--- config.mk ---
export PLATFORM = sky130hd
export DESIGN_NAME = ram_ctrl_sync
export DESIGN_NICKNAME = d
export VERILOG_FILES = /design/src/rtl/ram_ctrl_sync.sv
export SDC_FILE = /design/constraint.sdc
export NUM_CORES = 2
export LEC_CHECK = 0
export ABC_CLOCK_PERIOD_IN_PS = 5440
export BUFFER_PORTS_ARGS = -buffer_cell sky130_fd_sc_hd__buf_2
export CAP_MARGIN = 15
export CORE_MARGIN = 2
export CORE_UTILIZATION = 40
export DETAILED_ROUTE_END_ITERATION = 6
export SYNTH_ARGS = -nofsm -noshare
export SYNTH_HDL_FRONTEND = slang
export SYNTH_SLANG_ARGS = --single-unit
--- constraint.sdc ---
create_clock -name i_clk -period 5.44 [get_ports i_clk]
set_input_delay 1.36 -clock i_clk [delete_from_list [all_inputs] [get_ports i_clk]]
set_output_delay 1.36 -clock i_clk [all_outputs]
set_load 0.05 [all_outputs]
--- src/rtl/ram_ctrl_sync.sv ---
// Single-port synchronous RAM behind a req/ack handshake.
// Supports programmable wait states and an optional zero-fill sweep after reset.
module ram_ctrl_sync #(
    parameter int DATA_WIDTH     = 8,
    parameter int ADDR_WIDTH     = 8,
    parameter int WAIT_STATES    = 0,
    parameter int CLEAR_ON_RESET = 1
) (
    input  logic                  i_clk,
    input  logic                  i_rst,
    input  logic                  i_req,
    input  logic                  i_writeNEn,
    input  logic [ADDR_WIDTH-1:0] i_address,
    input  logic [DATA_WIDTH-1:0] i_writeData,
    input  logic                  i_noe,
    output logic [DATA_WIDTH-1:0] o_readData,
    output logic                  o_ack,
    output logic                  o_busy
);

    typedef enum logic [1:0] {
        S_CLEAR,
        S_IDLE,
        S_WAIT,
        S_ACK
    } state_t;

    localparam int         DEPTH     = 1 << ADDR_WIDTH;
    localparam logic [3:0] WAIT_LOAD = 4'((WAIT_STATES > 0) ? (WAIT_STATES - 1) : 0);

    logic [DATA_WIDTH-1:0] mem [DEPTH];

    state_t                state_q, state_d;
    logic [3:0]            wait_q, wait_d;
    logic [ADDR_WIDTH-1:0] clr_q, clr_d;
    logic                  capture;

    logic                  wen_q;
    logic [ADDR_WIDTH-1:0] addr_q;
    logic [DATA_WIDTH-1:0] wdata_q;
    logic [DATA_WIDTH-1:0] rd_q;
    logic                  ack_q;
    logic                  busy_q;

    logic                  mem_we;
    logic [ADDR_WIDTH-1:0] mem_addr;
    logic [DATA_WIDTH-1:0] mem_wdata;

    always_comb begin
        state_d = state_q;
        wait_d  = wait_q;
        clr_d   = clr_q;
        capture = 1'b0;
        case (state_q)
            S_CLEAR: begin
                clr_d = clr_q + ADDR_WIDTH'(1);
                if (clr_q == '1) begin
                    state_d = S_IDLE;
                end
            end
            S_IDLE: begin
                if (i_req) begin
                    capture = 1'b1;
                    wait_d  = WAIT_LOAD;
                    state_d = (WAIT_STATES > 0) ? S_WAIT : S_ACK;
                end
            end
            S_WAIT: begin
                if (wait_q == 4'd0) begin
                    state_d = S_ACK;
                end else begin
                    wait_d = wait_q - 4'd1;
                end
            end
            S_ACK: begin
                state_d = S_IDLE;
            end
            default: begin
                state_d = S_IDLE;
            end
        endcase
    end

    // The zero-fill sweep and committed writes share the single memory port.
    always_comb begin
        mem_we    = 1'b0;
        mem_addr  = addr_q;
        mem_wdata = wdata_q;
        if (state_q == S_CLEAR) begin
            mem_we    = 1'b1;
            mem_addr  = clr_q;
            mem_wdata = '0;
        end else if (state_q == S_ACK && !wen_q) begin
            mem_we = 1'b1;
        end
    end

    always_ff @(posedge i_clk) begin
        if (i_rst) begin
            state_q <= (CLEAR_ON_RESET != 0) ? S_CLEAR : S_IDLE;
            busy_q  <= (CLEAR_ON_RESET != 0);
            wait_q  <= '0;
            clr_q   <= '0;
            ack_q   <= 1'b0;
            rd_q    <= '0;
            wen_q   <= 1'b1;
            addr_q  <= '0;
            wdata_q <= '0;
        end else begin
            state_q <= state_d;
            busy_q  <= (state_d != S_IDLE);
            ack_q   <= (state_d == S_ACK);
            wait_q  <= wait_d;
            clr_q   <= clr_d;
            if (capture) begin
                wen_q   <= i_writeNEn;
                addr_q  <= i_address;
                wdata_q <= i_writeData;
            end
            if (state_q == S_ACK && wen_q) begin
                rd_q <= mem[addr_q];
            end
        end
    end

    // Reset blocks the commit so an access abandoned in ACK leaves memory intact.
    always_ff @(posedge i_clk) begin
        if (!i_rst && mem_we) begin
            mem[mem_addr] <= mem_wdata;
        end
    end

    assign o_readData = rd_q & {DATA_WIDTH{~i_noe}};
    assign o_ack      = ack_q;
    assign o_busy     = busy_q;

endmodule
==> run metrics <==
drt via density 5.92; All-Layer GR Usage 0.208; DRC violations left 0; ys async rst share 0; Avg Inst Size Synth 20.4 um2; Num CTS Buffers 208; Post-synth EDFFs 2048; I/O Pins 31; CTS root buf clkbuf_16; period utilization 0.841; hold_buf cts 0; DIE WIDTH 456 um; Synth area leaders edfxtp_1 75%, mux4_2 12%, mux2i_1 2.3%; largest net degree at the start of global routing 171; fillers 17019; adder-cell area share of the yosys netlist 0.000459; Synth top area share 0.752; status finished, final reports clean; largest area contributor in the netlist edfxtp_1; antenna-violating nets left 0; Die ar. 0.208 mm2; post-CTS setup buffers 0; Placer Congestion 0.861; uppermost layer routed met5; max-cap viol count 0; core region area 0.203 mm2; Layout area overhead 12.0%; Worst-Margin Slew 1330 ps; Yosys warning count 0; pwr dens 344 mW/mm2; Final Skew 44.4 ps; cell count after synthesis 4019; internal reg-to-reg setup slack 860 ps; TritonRoute pass-1 iters 6; total area of sequential cells 0.0623 mm2; main combinational cell family by area after synthesis multiplexers; share of layout cells above drive strength 1 0.213; headroom to the max-slew limit 0.115; Seq/Total Area, Yosys 0.762; Starting Density 0.404; Mapped Nets 4043; Main synth FF type edfxtp_1; Max clock buf depth 3; non-filler instance count after layout 6995; Setup crit start kind flop; met3 routed WL 19200 um; die height 456 um; met2 wire length 102000 um; RSZ-0062 raised after global routing false; post-synthesis xor/xnor area fraction 0.000857; worst-skew pair later-pin latency 860 ps; clock sink count 2089; CP Capture Type flop; P_leak 31.8 nW; simple-gate portion of the synthesized area 0.0366; synthesized flop and latch total 2089; CTS H-tree depth 4; Tmin final 4580 ps; Max FO, Critical Path 51; Slew Limit Fails 0; Critical Path, Cell by Cell nand2b_2 > buf_4 > o22ai_1 > nor3_1 > o21ai_0 > nand4_1 > o311ai_1; CP Data Required Time 6210 ps; Hold Crit Class flop to flop; synth unique cells 70; TritonCTS clock tree built; Fmax 218 MHz; input/output buffers 30; WL met1 90300 um; final setup fails 0; violation count after the first detailed-route iteration 5344; Hold Vio Cnt, Final 0; post-synthesis mux area share 0.151; first-pass GRT wire length 310000 um; Via Count 41420; initial antenna violation count 6; row cnt 165; Routed Wire Length 219000 um; Slowest cell on crit path dfxtp_4; Multi-input gate area 0.0179 mm2; number of global-route vias before repair 40338; Slowest Stage Delay on Critical Path 1090 ps; Reg clk slew, reported paths 60 ps; CP arrival 5350 ps; Worst Path Buf+Inv 1; Nets 4168; synthesized cell area 0.0818 mm2; Worst path top cell family by delay compound AO/OA/AOI/OAI gates; WS Path Type flop to flop; gr ovfl total 0; DP HPWL 135000 um; hold_ws 468 ps; VDD IR max 0.000258 V; Synth Area in Compound Gates 0.0295; setup TNS 0 ps; post-CTS resize count 0; WL/cell 31.3 um; placed cells 6606
[cell usage in the layout (no fill, tap or decap), types with 8 or more instances in the layout]
master	netlist	routed
a2111oi_0	11	10
a211o_1	9	9
a211oi_1	17	17
a21oi_1	63	63
a22o_1	8	8
a22oi_1	30	30
a31oi_1	9	8
and2_1	19	11
and2_4	0	8
buf_12	7	25
buf_2	58	30
buf_4	18	101
bufinv_16	0	14
clkbuf_1	91	54
clkbuf_16	0	209
clkinv_1	0	58
clkinv_2	0	27
dfxtp_1	41	37
edfxtp_1	2048	2048
mux2_2	15	15
mux2i_1	188	188
mux4_1	15	15
mux4_2	439	439
nand2_1	161	160
nand3_1	55	55
nand3b_1	14	14
nor2_1	307	306
nor2b_1	16	13
nor3_1	34	34
nor4_1	16	16
o2111ai_1	11	11
o21ai_0	27	27
o221ai_1	35	35
o22ai_1	65	65
o31ai_1	12	12
[layer usage]
layer  vias to the layer above  global-route usage
met5                         -                   0
met4                         2              0.0695
met3                       333              0.0402
met2                      1995               0.319
met1                     22167               0.298
li1                      16923                   -
[synth_stat cells (all sizes together) (19+ instances only)]
library cell  instances
nor2                307
nand2               161
o221ai               35
edfxtp             2048
nand3                55
buf                 151
a22oi                30
and2                 19
dfxtp                41
a21oi                63
nor3                 34
clkbuf               91
o22ai                65
mux2i               188
o21ai                28
mux4                454
[final cells by class]
cell class              instances  area share
clock inverters               117      0.0116
repair buffers                157      0.0155
diodes                          2   0.0000546
well taps                    2672      0.0365
multi-input cells            1683       0.195
clock buffers                 270      0.0603
inverters                       5    0.000259
flip-flops and latches       2089       0.680
[stage by stage]
stage / util / power [mW] / setup slack (ps) / area [um2]
6_report: 0.452 / 31.5 / 862 / 91600
5_1_grt: 0.452 / 32.3 / 855 / 91600
4_1_cts: 0.452 / 31.7 / 1030 / 91600
3_5_place_dp: 0.419 / 17.9 / 999 / 85000
3_3_place_gp: 0.419 / 17.9 / 988 / 85000
2_1_floorplan: - / 17.8 / 1710 / 81800
[cells by family (layout without fill, tap and decap cells)]
kind of cell | after synthesis | after routing
flops | 2089 | 2089
simple gates | 673 | 673
mux | 657 | 657
other cells | 0 | 2
fa+ha+maj | 3 | 3
compound gates | 342 | 342
buf+inv | 247 | 549
xor+xnor | 8 | 8
[worst register-to-register path, delay by kind of cell, from the launching register on]
family	cells	cell delay [ps]
compound gates	3	1640
buf+inv	1	480
flops	1	1090
simple gates	3	1280
[power by group]
group	switching, mW	leakage (nW)	internal (mW)
sequential	0.00617	23.6	17.4
combinational	0.107	5.00	0.0299
clock	6.12	3.20	7.85
[final timing paths]
check | startpoint | endpoint | depth (start not counted)
worst max-delay path | addr_q[2] | rd_q[0] | 7
worst min-delay path | wdata_q[7] | wdata_q[7] | 2
worst min register to register | wdata_q[7] | wdata_q[7] | 2
worst max register to register | addr_q[2] | rd_q[0] | 7
[sequential cells by signal (all words and copies together), names as in the netlist]
name,flops
wdata_q,8
wen_q,1
mem,2048
o_busy,1
addr_q,8
clr_q,8
rd_q,8
state_q,2
o_ack,1
wait_q,4
Power figures use the tool's default switching activity.
